--- config.mk ---
export PLATFORM = sky130hd
export DESIGN_NAME = pipeline_alu
export DESIGN_NICKNAME = d
export VERILOG_FILES = /design/src/rtl/pipeline_alu.sv
export SDC_FILE = /design/constraint.sdc
export NUM_CORES = 1
export LEC_CHECK = 0
export ABC_AREA = 1
export CAP_MARGIN = 20
export CORE_UTILIZATION = 56
export DETAILED_ROUTE_END_ITERATION = 10
export HOLD_SLACK_MARGIN = 0.08
export PLACE_DENSITY = 0.83
export SKIP_CTS_REPAIR_TIMING = 1
export SLEW_MARGIN = 20
export SYNTH_ARGS = -nofsm -noshare
export SYNTH_HDL_FRONTEND = slang
export SYNTH_SLANG_ARGS = --single-unit
--- constraint.sdc ---
create_clock -name clk -period 2.7 [get_ports clk]
set_clock_uncertainty 0.1 [all_clocks]
set_input_delay 0.405 -clock clk [delete_from_list [all_inputs] [get_ports clk]]
set_output_delay 0.405 -clock clk [all_outputs]
set_load 0.01 [all_outputs]
--- src/rtl/pipeline_alu.sv ---
// Registered EXE-stage ALU: AND/ADD/SUB/OR with zero/negative/carry/overflow flags.
// One-cycle latency, one operation accepted per clock, no backpressure.
module pipeline_alu #(
    parameter int WIDTH = 16
) (
    input  logic             clk,
    input  logic             reset,
    input  logic             in_valid,
    input  logic [WIDTH-1:0] A,
    input  logic [WIDTH-1:0] B,
    input  logic [1:0]       ALUop,
    output logic [WIDTH-1:0] Output,
    output logic             out_valid,
    output logic             zero,
    output logic             negative,
    output logic             carry,
    output logic             overflow
);

    localparam logic [1:0] OP_AND = 2'b00;
    localparam logic [1:0] OP_ADD = 2'b01;
    localparam logic [1:0] OP_SUB = 2'b10;
    localparam logic [1:0] OP_OR  = 2'b11;

    logic [WIDTH:0]   w_sum;
    logic [WIDTH:0]   w_diff;
    logic [WIDTH-1:0] w_result;
    logic             w_carry;
    logic             w_overflow;
    logic             w_sign_a;
    logic             w_sign_b;

    logic [WIDTH-1:0] r_result;
    logic             r_valid;
    logic             r_zero;
    logic             r_negative;
    logic             r_carry;
    logic             r_overflow;

    // Widened arithmetic: the top bit of the difference is the unsigned borrow (A < B).
    always_comb begin
        w_sum    = {1'b0, A} + {1'b0, B};
        w_diff   = {1'b0, A} - {1'b0, B};
        w_sign_a = A[WIDTH-1];
        w_sign_b = B[WIDTH-1];
    end

    // Operation decode and flag generation for the value about to be registered.
    always_comb begin
        w_result   = {WIDTH{1'b0}};
        w_carry    = 1'b0;
        w_overflow = 1'b0;
        case (ALUop)
            OP_AND: begin
                w_result   = A & B;
                w_carry    = 1'b0;
                w_overflow = 1'b0;
            end
            OP_ADD: begin
                w_result   = w_sum[WIDTH-1:0];
                w_carry    = w_sum[WIDTH];
                w_overflow = (w_sign_a == w_sign_b) && (w_sum[WIDTH-1] != w_sign_a);
            end
            OP_SUB: begin
                w_result   = w_diff[WIDTH-1:0];
                w_carry    = w_diff[WIDTH];
                w_overflow = (w_sign_a != w_sign_b) && (w_diff[WIDTH-1] != w_sign_a);
            end
            OP_OR: begin
                w_result   = A | B;
                w_carry    = 1'b0;
                w_overflow = 1'b0;
            end
            default: begin
                w_result   = {WIDTH{1'b0}};
                w_carry    = 1'b0;
                w_overflow = 1'b0;
            end
        endcase
    end

    // Result/flag register: reset wins over in_valid; idle cycles hold result and flags.
    always_ff @(posedge clk) begin
        if (reset) begin
            r_result   <= {WIDTH{1'b0}};
            r_valid    <= 1'b0;
            r_zero     <= 1'b0;
            r_negative <= 1'b0;
            r_carry    <= 1'b0;
            r_overflow <= 1'b0;
        end else if (in_valid) begin
            r_result   <= w_result;
            r_valid    <= 1'b1;
            r_zero     <= (w_result == {WIDTH{1'b0}});
            r_negative <= w_result[WIDTH-1];
            r_carry    <= w_carry;
            r_overflow <= w_overflow;
        end else begin
            r_valid    <= 1'b0;
        end
    end

    assign Output    = r_result;
    assign out_valid = r_valid;
    assign zero      = r_zero;
    assign negative  = r_negative;
    assign carry     = r_carry;
    assign overflow  = r_overflow;

endmodule

==> results_dict.tcl <==
set metrics [dict create \
    status "completed" \
    worstRegToRegCells 2 \
    synth_adder_area_share_pct 18.79 \
    synth_fp_nets 689 \
    irDropWorstVdd_uv 377.4 \
    die_x_microns 81.53 \
    root_buffer "clkbuf_8" \
    maxSlewViolCount 0 \
    fin_nets 820 \
    synth-seq-area-share_pct 11.30 \
    dieArea_sq_um 6647 \
    total_power_mw 1.490 \
    seqCellArea_sq_um 400.4 \
    crit_type "in -> reg" \
    num_io_pins 58 \
    holdPathEnd "zero" \
    ys_types 36 \
    grt_usage_pct 36.43 \
    power_density_nw_per_um2 300.2 \
    max_slew_margin_pct 63.59 \
    n_fill_cell 434 \
    synth_flop_cell "dfxtp_1" \
    worstReg2RegEnd "Output[8]" \
    area_delta_synth_final_pct 40.13 \
    cp-end-kind "register" \
    numClockSinks 20 \
    drtIter0Drc 433 \
    cts_buffers 3 \
    timing.final.crit_share_pct 96.06 \
    synth_area_sq_um 3542 \
    synth_compound_area_share_pct 11.83 \
    synth-simple-area-share_pct 41.19 \
    drive_gt1_share_pct 22.91 \
    finalSetupTns_ns 0 \
    cts.clk_slew.worst_paths_ns 0.06 \
    initial_utilization_pct 58.78 \
    drv_cap 0 \
    fmax_ghz 0.3856 \
    ys_ff_latch 20 \
    synth_common_cells "134 x nand2_1, 103 x inv_1, 78 x nand3_1" \
    portBuffers 57 \
    grt_start_max_net_pins 29 \
    arrival_ns 2.68 \
    yosys_warnings 0 \
    dr_total_vias 4583 \
    yosysTopAreaCellShare_pct 17.66 \
    rrSetupSlack_ns 1.84 \
    gr-total-overflow 0 \
    num_rows 28 \
    die_h_microns 81.53 \
    hold_viol_final 0 \
    whs_ns 0.3784 \
    finalCriticalPeriod_ns 2.594 \
    synth.area.mux_share_pct 0 \
    vias_per_cell 5.700 \
    synth_top_cell_by_area "ha_1" \
    antenna_found_initial 0 \
    dr.pass1.iters 8 \
    final_antenna_net_count 0 \
    clockBufferDepth 2 \
    clk_latency_ns 0.25 \
    syn_inst 600 \
    synth_top_family_by_area "simple AND/OR/NAND/NOR gates" \
    drt-total-wl_microns 12360 \
    antennaDiodeCount 0 \
    worstPathMaxFanout 8 \
    htreeDepth 1 \
    dp_hpwl_microns 9584 \
    synth.area.top_cells "ha_1 18%, nand2_1 14%, dfxtp_1 11%" \
    min_path_cells 2 \
    drc 0 \
    finalNonFillerCells 804 \
    hold_path.class "reg -> reg" \
    dp.cells 795 \
    wl_per_cell_microns 15.38 \
    power_leakage_nw 2.619 \
    synth.avg_cell_area_sq_um 5.904 \
    multiInputGateArea_sq_um 2746 \
    async_flop_share_pct 0 \
    tritoncts "yes" \
    synth.most_common_cell "nand2_1" \
    gp_congestion 0.9407 \
    required_ns 2.79 \
    cp-start-kind "input pin" \
    setup_viol 0 \
    worstMarginPinSlew_ns 0.5442 \
    coreArea_sq_um 6026 \
    reg2reg_from "Output[8]" \
    synth-xor-area-share_pct 0 \
    grt_pass1_vias 4213 \
    hold_start "zero" \
    grt_pass1_wl_microns 18890 \
    synth_edf_count 0 \
]
-- state kept, by name, summed over array words and instances, names as in the netlist --
name and flops:
out_valid 1, overflow 1, carry 1, zero 1, Output 16
-- cells in the final DEF (no fill, tap or decap), types with 10 or more instances in the layout --
cell,synthesis,final
nand4_1,18,18
nor2_1,69,62
clkdlybuf4s50_1,0,50
o21ai_0,29,29
ha_1,50,38
inv_1,103,94
buf_4,6,88
nand2_1,134,127
inv_2,3,11
nor2_2,4,10
nand3_1,78,74
a21oi_1,31,30
dfxtp_1,20,20
-- critical path, stage by stage --
cell and delay [ns]:
clkdlybuf4s50_1 0.48, inv_1 0.09, ha_4 0.29, inv_2 0.09, buf_4 0.13, nand3_2 0.10, nand2_2 0.11, nand2_1 0.05
nand3_1 0.06, nand3_1 0.06, nand2_1 0.13, nand3_1 0.14, nor2_1 0.12, nand3_1 0.10, nor2_2 0.12, nand3_1 0.07
a21oi_1 0.14
-- where the power goes --
group	switching (mW)	leakage, nW	internal, mW	total [mW]
Combinational	0.527	2.43	0.442	0.969
Clock	0.0919	0.0216	0.0994	0.191
Sequential	0.0116	0.166	0.318	0.330
-- how the worst max path moves through the flow --
| stage | from | end | slack, ns | cells after the start |
|---|---|---|---|---|
| final | B[2] | zero | 0.11 | 17 |
| after global routing | B[2] | zero | -0.05 | 16 |
| after CTS | B[0] | zero | -0.0003 | 17 |
| after detailed placement | B[0] | zero | -0.26 | 17 |
| after global placement | B[0] | zero | -0.19 | 17 |
| after floorplan | A[0] | zero | 0.47 | 18 |
-- metrics by stage --
| step | worst slack, ns | instance area [sq um] | util [%] |
|---|---|---|---|
| 2_1_floorplan | 0.4713 | 3542 | - |
| 3_3_place_gp | -0.1904 | 4653 | 77.22 |
| 3_5_place_dp | -0.2551 | 4653 | 77.22 |
| 4_1_cts | -0.0003304 | 4695 | 77.91 |
| 5_1_grt | -0.05450 | 4964 | 82.37 |
| 6_report | 0.1065 | 4964 | 82.37 |
-- final cells by class --
cell class              count  share of cell area [%]
clock buffers               3                  0.8319
inverters                 107                   8.167
multi-input cells         452                   55.33
flip-flops and latches     20                   8.067
well taps                  75                   1.891
repair buffers            147                   25.71
-- kinds of logic (layout without fill, tap and decap cells) --
group / after synthesis / in the layout
adder cells (fa/ha/maj): 52 / 52
AND/OR/NAND/NOR: 325 / 325
buffers and inverters: 128 / 257
AO/OA/AOI/OAI: 75 / 75
flip-flops: 20 / 20
-- metal layers --
layer,up-vias,routed length (microns),global-route usage [%],share of wire (%)
li1,2163,-,-,-
met1,2046,4749,45.65,38
met3,66,1303,5.000,11
met4,0,383,13.75,3.1
met2,308,5925,62.58,48
met5,-,0,0,0
Power figures use the tool's default switching activity.
==> RTL edit: new RTL, config.mk and constraints unchanged <==
Put one more register stage on the output `out_valid`, cleared by the reset. The value now appears one clock later. The other outputs are not delayed to match.
--- a/src/rtl/pipeline_alu.sv
+++ b/src/rtl/pipeline_alu.sv
@@ -101,7 +101,13 @@
     end
 
     assign Output    = r_result;
-    assign out_valid = r_valid;
+    always_ff @(posedge clk) begin
+        if (reset) begin
+            out_valid <= '0;
+        end else begin
+            out_valid <= r_valid;
+        end
+    end
     assign zero      = r_zero;
     assign negative  = r_negative;
     assign carry     = r_carry;
Behaviour: not the same (Yosys sat finds a counterexample within 4 cycles, from zero or initial values and one cycle with reset high).
==> RTL edit against the unedited design <==
Count of clock-buffer cells in the layout did not move; synthesized area about the same; routed wire length fell by 1.8%; synthesized cell count rose by 0.50%; setup slack lost 0.035 ns; power increased by 2.6%; cell area up 1.1%; sequential cell count up 1; largest power group unchanged; highest routed layer unchanged.
==> RTL edit: results (changes against the unedited design) <==
Placed design
  – HPWL after DPL: 9620 um (was 9580 um)
  – Dpl cell area: 0.00470 mm^2 (was 0.00465 mm^2)
  – Place WS: -0.343 ns (was -0.255 ns)
  – Placed instance count: 802 (was 795)
  – Final GP Congestion: 0.996 (was 0.941)

Logic synthesis
  – Post-synthesis sequential area ratio: 11.9% (was 11.3%)
  – Synth Area in Adders: 18.8% (about the same)
  – Synth cell count leaders: nand2_1 (128), inv_1 (102), nand3_1 (79) (was nand2_1 (134), inv_1 (103), nand3_1 (78))
  – Syn Nets: 692 (was 689)
  – Yosys reg bits: 21 (was 20)
  – Post-synthesis compound-gate area fraction: 11.3% (was 11.8%)
  – Syn_area_per_cell: 5.87 um^2 (was 5.90 um^2)

Detailed routing
  – Metal2 WL: 5650 um (was 5930 um)
  – Via Count: 4570 (was 4583)
  – DRT Wirelength: 12100 um (was 12400 um)
  – M1 wire length: 4940 um (was 4750 um)
  – Drt first pass iters: 5 (was 8)
  – Vias per std cell: 5.64 (was 5.70)
  – DRT iter0 DRCs: 455 (was 433)
  – Met3 wire length: 1150 um (was 1300 um)

Finish
  – Final nets: 825 (was 820)
  – Multi-input gates: 453 (was 452)
  – Clk cell area share: 0.972% (was 0.832%)
  – Repair and plain buffers: 148 (was 147)
  – FILL cells: 380 (was 434)
  – Inverters: 109 (was 107)
  – Data buffer area share: 25.2% (was 25.7%)
  – Max reg flops: 16 (unchanged)
  – Share of cells above drive strength 1: 23.9% (was 22.9%)
  – Multi-input combinational area share: 55.4% (was 55.3%)
  – Fraction of area in registers: 8.38% (was 8.07%)

Outcome
  – Status: finished clean (unchanged)

Critical path
  – R2R Path Start: Output[13]$_SDFFE_PP0P_ (was Output[8]$_SDFFE_PP0P_)
  – Arrival @ worst endpoint: 2.73 ns (was 2.68 ns)
  – R2r setup slk: 1.88 ns (was 1.84 ns)
  – Reg-to-Reg End: Output[13]$_SDFFE_PP0P_ (was Output[8]$_SDFFE_PP0P_)
  – Maximum fanout along the worst path: 5 (was 8)

Min path
  – Hold Startpoint: r_valid$_SDFF_PP0_ (was zero$_SDFFE_PP0P_)
  – Min-Delay Endpoint: out_valid$_SDFF_PP0_ (was zero$_SDFFE_PP0P_)

Pwr
  – Comb pwr share: 63.4% (was 65.0%)
  – Clk network pwr share: 13.9% (was 12.8%)
  – Peak supply drop: 401 uV (was 377 uV)
  – Cell Pwr Density: 305 mW/mm^2 (was 300 mW/mm^2)
  – LEAKAGE: 2.63 nW (was 2.62 nW)
  – Power, Total: 1.53 mW (was 1.49 mW)
  – Sw frac: 42.1% (was 42.3%)

Clock tree
  – Clk Latency, worst-skew pair: 0.27 ns (was 0.25 ns)
  – Clock transition at path regs: 0.08 ns (was 0.06 ns)

GRT
  – Largest net degree at the start of global routing: 28 (was 29)
  – Vias in the first global route: 4061 (was 4213)
  – GR Util All Layers: 35.2% (was 36.4%)

STA
  – Slew HR: 68.0% (was 63.6%)
  – Hold Slack: 0.314 ns (was 0.378 ns)
==> RTL edit: changes by cell type in the layout (fill, tap and decap cells not counted), moves of 3 or more <==
cell / unedited run / this run
inv_1: 94 / 97
nor2_1: 62 / 68
nand2_1: 127 / 120
o21ai_0: 29 / 25
buf_4: 88 / 91
a21oi_1: 30 / 25
nand2_2: 9 / 16
nor2_2: 10 / 6
a21oi_2: 5 / 9
==> RTL edit: worst max-delay path by stage <==
stage / startpoint / end / slack (ns)
floorplan: A[0] / zero$_SDFFE_PP0P_ / 0.49
global placement: B[0] / zero$_SDFFE_PP0P_ / -0.21
detailed placement: B[0] / zero$_SDFFE_PP0P_ / -0.34
CTS: B[0] / zero$_SDFFE_PP0P_ / -0.09
global route: A[3] / zero$_SDFFE_PP0P_ / -0.06
finish: A[3] / zero$_SDFFE_PP0P_ / 0.07
==> RTL edit: metal layers <==
metal	global-route usage [%]	vias to the layer above
met5	0	-
met4	14.3	0
met3	6.22	48
met2	60.4	281
met1	43.0	2057
li1	-	2184
